===== src/rtl/status_cond_unit_if.sv =====
// ALU status / condition interface between the pipeline and status_cond_unit.
// The master drives the EX flags and ID condition; the slave returns the verdict and status.
interface status_cond_unit_if;
  logic [3:0] statusIn;
  logic       sUpdate;
  logic       exeValid;
  logic       freeze;
  logic       flush;
  logic       idValid;
  logic [3:0] condIn;
  logic       condPass;
  logic       condHazard;
  logic [3:0] statusReg;
  logic       carryOut;

  modport master (
    output statusIn, sUpdate, exeValid, freeze, flush, idValid, condIn,
    input  condPass, condHazard, statusReg, carryOut
  );

  modport slave (
    input  statusIn, sUpdate, exeValid, freeze, flush, idValid, condIn,
    output condPass, condHazard, statusReg, carryOut
  );
endinterface


===== src/rtl/status_cond_unit.sv =====
// Architectural {N,Z,C,V} status register with ARM condition evaluation for the ID stage.
// BYPASS selects forwarding of in-flight EX flags versus a stall request.
module status_cond_unit #(
  parameter bit BYPASS = 1'b1
) (
  input  logic               clk,
  input  logic               rst,
  status_cond_unit_if.slave  bus
);

  logic [3:0] status_r;
  logic [3:0] eff_flags_s;
  logic       wr_s;
  logic       hazard_s;
  logic       table_s;

  function automatic logic cond_table(input logic [3:0] cond, input logic [3:0] f);
    logic n, z, c, v;
    logic r;
    n = f[3];
    z = f[2];
    c = f[1];
    v = f[0];
    case (cond)
      4'b0000: r = z;
      4'b0001: r = ~z;
      4'b0010: r = c;
      4'b0011: r = ~c;
      4'b0100: r = n;
      4'b0101: r = ~n;
      4'b0110: r = v;
      4'b0111: r = ~v;
      4'b1000: r = c & ~z;
      4'b1001: r = ~c | z;
      4'b1010: r = (n == v);
      4'b1011: r = (n != v);
      4'b1100: r = ~z & (n == v);
      4'b1101: r = z | (n != v);
      4'b1110: r = 1'b1;
      default: r = 1'b0;
    endcase
    return r;
  endfunction

  assign wr_s = bus.exeValid & bus.sUpdate & ~bus.freeze;

  // Status register: reset outranks a flag write in the same cycle.
  always_ff @(posedge clk) begin
    if (rst) begin
      status_r <= 4'b0000;
    end else if (wr_s) begin
      status_r <= bus.statusIn;
    end else begin
      status_r <= status_r;
    end
  end

  // Flags seen by the ID condition: forwarded from EX only when bypass is built in.
  always_comb begin
    eff_flags_s = status_r;
    if (BYPASS && wr_s) begin
      eff_flags_s = bus.statusIn;
    end else begin
      eff_flags_s = status_r;
    end
  end

  // AL and the reserved code never depend on flags, so they never stall.
  assign hazard_s = (BYPASS == 1'b0) & bus.idValid & ~bus.flush & wr_s &
                    (bus.condIn != 4'b1110) & (bus.condIn != 4'b1111);

  assign table_s        = cond_table(bus.condIn, eff_flags_s);
  assign bus.condHazard = hazard_s;
  assign bus.condPass   = bus.idValid & ~bus.flush & ~hazard_s & table_s;
  assign bus.statusReg  = status_r;
  assign bus.carryOut   = status_r[1];

endmodule


===== src/flat_wrapper.sv =====
// flat-port wrapper written by rule: the top's interface ports become plain ports
module status_cond_unit_flat 
#(
  parameter bit BYPASS = 1'b1
)
  (clk, rst, bus_statusIn, bus_sUpdate, bus_exeValid, bus_freeze, bus_flush, bus_idValid, bus_condIn, bus_condPass, bus_condHazard, bus_statusReg, bus_carryOut);
  status_cond_unit_if bus_i ();
  input  logic clk;
  input  logic rst;
  input wire logic [$bits(bus_i.statusIn)-1:0] bus_statusIn;
  input wire logic [$bits(bus_i.sUpdate)-1:0] bus_sUpdate;
  input wire logic [$bits(bus_i.exeValid)-1:0] bus_exeValid;
  input wire logic [$bits(bus_i.freeze)-1:0] bus_freeze;
  input wire logic [$bits(bus_i.flush)-1:0] bus_flush;
  input wire logic [$bits(bus_i.idValid)-1:0] bus_idValid;
  input wire logic [$bits(bus_i.condIn)-1:0] bus_condIn;
  output wire logic [$bits(bus_i.condPass)-1:0] bus_condPass;
  output wire logic [$bits(bus_i.condHazard)-1:0] bus_condHazard;
  output wire logic [$bits(bus_i.statusReg)-1:0] bus_statusReg;
  output wire logic [$bits(bus_i.carryOut)-1:0] bus_carryOut;
  assign bus_i.statusIn = bus_statusIn;
  assign bus_i.sUpdate = bus_sUpdate;
  assign bus_i.exeValid = bus_exeValid;
  assign bus_i.freeze = bus_freeze;
  assign bus_i.flush = bus_flush;
  assign bus_i.idValid = bus_idValid;
  assign bus_i.condIn = bus_condIn;
  assign bus_condPass = bus_i.condPass;
  assign bus_condHazard = bus_i.condHazard;
  assign bus_statusReg = bus_i.statusReg;
  assign bus_carryOut = bus_i.carryOut;
  status_cond_unit #(.BYPASS(BYPASS)) u_core (.clk(clk), .rst(rst), .bus(bus_i));
endmodule

===== config.mk =====
export PLATFORM = sky130hd
export DESIGN_NAME = status_cond_unit_flat
export DESIGN_NICKNAME = d
export VERILOG_FILES = /design/src/rtl/status_cond_unit_if.sv /design/src/rtl/status_cond_unit.sv /design/src/flat_wrapper.sv
export SDC_FILE = /design/constraint.sdc
export NUM_CORES = 1
export LEC_CHECK = 0
export BUFFER_PORTS_ARGS = -buffer_cell sky130_fd_sc_hd__buf_4
export CAP_MARGIN = 20
export CORE_AREA = 2 2 39 41
export DETAILED_ROUTE_END_ITERATION = 10
export DIE_AREA = 0 0 41 43
export MAX_ROUTING_LAYER = met4
export PLACE_DENSITY = 0.77
export SYNTH_ARGS = -nofsm -noshare
export SYNTH_HDL_FRONTEND = slang
export SYNTH_SLANG_ARGS = --single-unit

===== constraint.sdc =====
create_clock -name clk -period 1.55 [get_ports clk]
set_input_delay 0.155 -clock clk [delete_from_list [all_inputs] [get_ports clk]]
set_output_delay 0.155 -clock clk [all_outputs]
set_load 0.05 [all_outputs]

==> impl_metrics.toml <==
[status]
status = "complete, but fails checks"
violations = "negative setup slack"

[critical_path]
cp-startpoint = "u_core.bus.statusReg[2]"
arrival_ns = 1.78
rr_worst_depth = 5
critPathMaxStageDelay_ns = 0.36
crit_path_end = "bus_condPass"
cp_slowest_cell = "o311a_4"
reg2reg_to = "u_core.bus.statusReg[2]"
cp-end-kind = "output pin"
start_kind = "flip-flop"
worstSetupPathType = "reg -> out"
worstPathRequired_ns = 1.39
path_cells = "nand2b_4 -> mux2i_1 -> nor2_1 -> o311a_4 -> o32ai_4 -> buf_6"
r2r_slack_ns = 0.54
r2r-start = "u_core.bus.statusReg[2]"
worstPathMaxFanout = 3

[yosys]
ys_types = 34
synth_area_leaders = "dfxtp_1, mux4_2, mux2i_1"
synth_most_common_cell = "nor2_1"
mappedNetlistNets = 76
synth_top_area_frac = 0.1542
synth_edf_count = 0
synth_seq_cells = 4
synth_area_leader_cell = "dfxtp_1"
netlist_area_um2 = 519.2
yosysWarningCount = 0
syn_inst = 61
synth_ff_type = "dfxtp_1"
ys_seq_area_frac = 0.1542
synth-async-reset-ratio = 0
synth_common_cells = "nor2_1, dfxtp_1, nand2_1"
syn_area_per_cell_um2 = 8.512

[sta]
finalSetupViolations = 1
clock-skew-final_ns = 0
min_period_over_period = 1.248
rsz0062_at_grt = "true"
post-route-min-period_ns = 1.934
drv_slew = 0
timing.fmax_mhz = 517.2
final.setup.tns_ns = -0.3837
worst_slack_ns = -0.3837
finalHoldViolCount = 0

[global_routing]
antenna_found_initial = 0
grt_pass1_vias = 591
grt_overflow = 0
grt_max_degree = 13
grt_pass1_wl_mm = 2.366
grt_use_total = 0.2033

[place]
placed_cells_incl_taps = 102
io_buffers = 20
dpl_cell_area_um2 = 763.2
gp_congestion = 0.7871
dp.final_hpwl_mm = 1.192

[clock_tree]
clkTransAtPathRegs_ns = 0.04
clock_path_buffers = 2
cts-root-buf = "clkbuf_4"
cts_tree = "done"
postCtsHoldBufs = 0
cts_buffers = 3
htree_levels = 1
cts.sinks = 4
insertion_delay_ns = 0.23

[finish]
final_area_um2 = 869.6
largest_reg_flops = 4
fillers = 120
antenna_cells = 0
instances_no_fill = 107
fin_nets = 108
area_growth_pct = 67.47
drive_gt1_frac = 0.6044

[drt]
vias = 601
drt-pass1-iter-count = 4
post_drt_wl_per_cell_um = 14.85
drt_iter0_drc = 13
routed_wirelength_mm = 1.589
drc = 0
ant_nets = 0
vias_per_cell = 5.617

[die]
die_x_um = 41
core_area_mm2 = 0.001384
num_rows = 14
die_h_um = 43
dieArea_mm2 = 0.001763
ios = 22
start_util = 0.3752

[worst_hold_path]
hold_path.class = "in -> reg"
min_from = "rst"

[power]
peakVddDrop_v = 0.0004050
powerDensity_mw_per_mm2 = 513.7
power.total_uw = 446.7
power.leakage_uw = 0.0004084

[flow_run]
cap_violations = 0
## power by group
group	switching, µW	total [µW]	leakage [µW]	internal, µW
logic	109	214	0.000359	105
registers	4.47	107	0.0000356	103
clock network	39.2	126	0.0000138	86.4
## critical path, delay by kind of cell, from the launching register on
kind                   cells  cell delay, ns
AOI/OAI and AO/OA          2            0.57
DFF                        1            0.34
and+or+nand+nor            2            0.22
muxes                      1            0.22
buffers and inverters      1            0.19
## final cells by class
cell class / instances / area (µm²) / area share
Clock buffer: 3 / 22.52 / 0.02590
Multi-Input combinational cell: 48 / 469.2 / 0.5396
Sequential cell: 4 / 95.09 / 0.1094
Timing Repair Buffer: 33 / 251.5 / 0.2892
Inverter: 3 / 11.26 / 0.01295
Tap cell: 16 / 20.02 / 0.02302
## cells by family after synthesis
kind of cell,synth area share
flip-flops,0.1542
AND/OR/NAND/NOR,0.3446
multiplexers,0.1735
buffers and inverters,0.1036
other,0.007222
XOR/XNOR,0.03374
AO/OA/AOI/OAI,0.1831
## repair_timing
| action | in CTS | in global routing |
|---|---|---|
| setup endpoints to repair | 1 | 1 |
| setup buffers | 0 | 3 |
| endpoints found under the hold margin | 0 | 0 |
| pin swaps | 2 | 3 |
| resized for setup | 4 | 7 |
| gates cloned | 0 | 0 |
## layer usage
layer	wire (µm)	part of all wire	track usage
met1	618	0.39	0.2204
met4	65	0.041	0.1467
met2	844	0.53	0.3219
met5	0	0	-
met3	60	0.038	0.02094
## cells in the final DEF, fill, tap and decap left out, drive strengths merged, types with 3 or more instances in the layout
cell type / count
buf: 33
nor2: 7
nand2: 4
dfxtp: 4
nor4: 3
clkbuf: 3
mux2i: 3
inv: 3
nand3b: 3
## stage by stage
step | hold WS, ns | setup WS [ns] | utilization
4_1_cts | 0.08769 | -0.3707 | 0.5796
5_1_grt | 0.08080 | -0.4291 | 0.6284
6_report | 0.09373 | -0.3837 | 0.6284
2_1_floorplan | 0.2177 | -0.2551 | -
3_5_place_dp | 0.3356 | -0.2493 | 0.5515
3_3_place_gp | 0.3320 | -0.2616 | 0.5515
## how the worst min path moves through the flow
stage | endpoint | slack, ns | cells after the start
2_1_floorplan | u_core.bus.statusReg[0] | 0.22 | 1
3_3_place_gp | u_core.bus.statusReg[2] | 0.33 | 2
3_5_place_dp | u_core.bus.statusReg[3] | 0.34 | 2
4_1_cts | u_core.bus.statusReg[2] | 0.09 | 2
5_1_grt | u_core.bus.statusReg[2] | 0.08 | 2
6_report | u_core.bus.statusReg[2] | 0.09 | 2
Note: power is estimated with default switching activity, not from simulation.
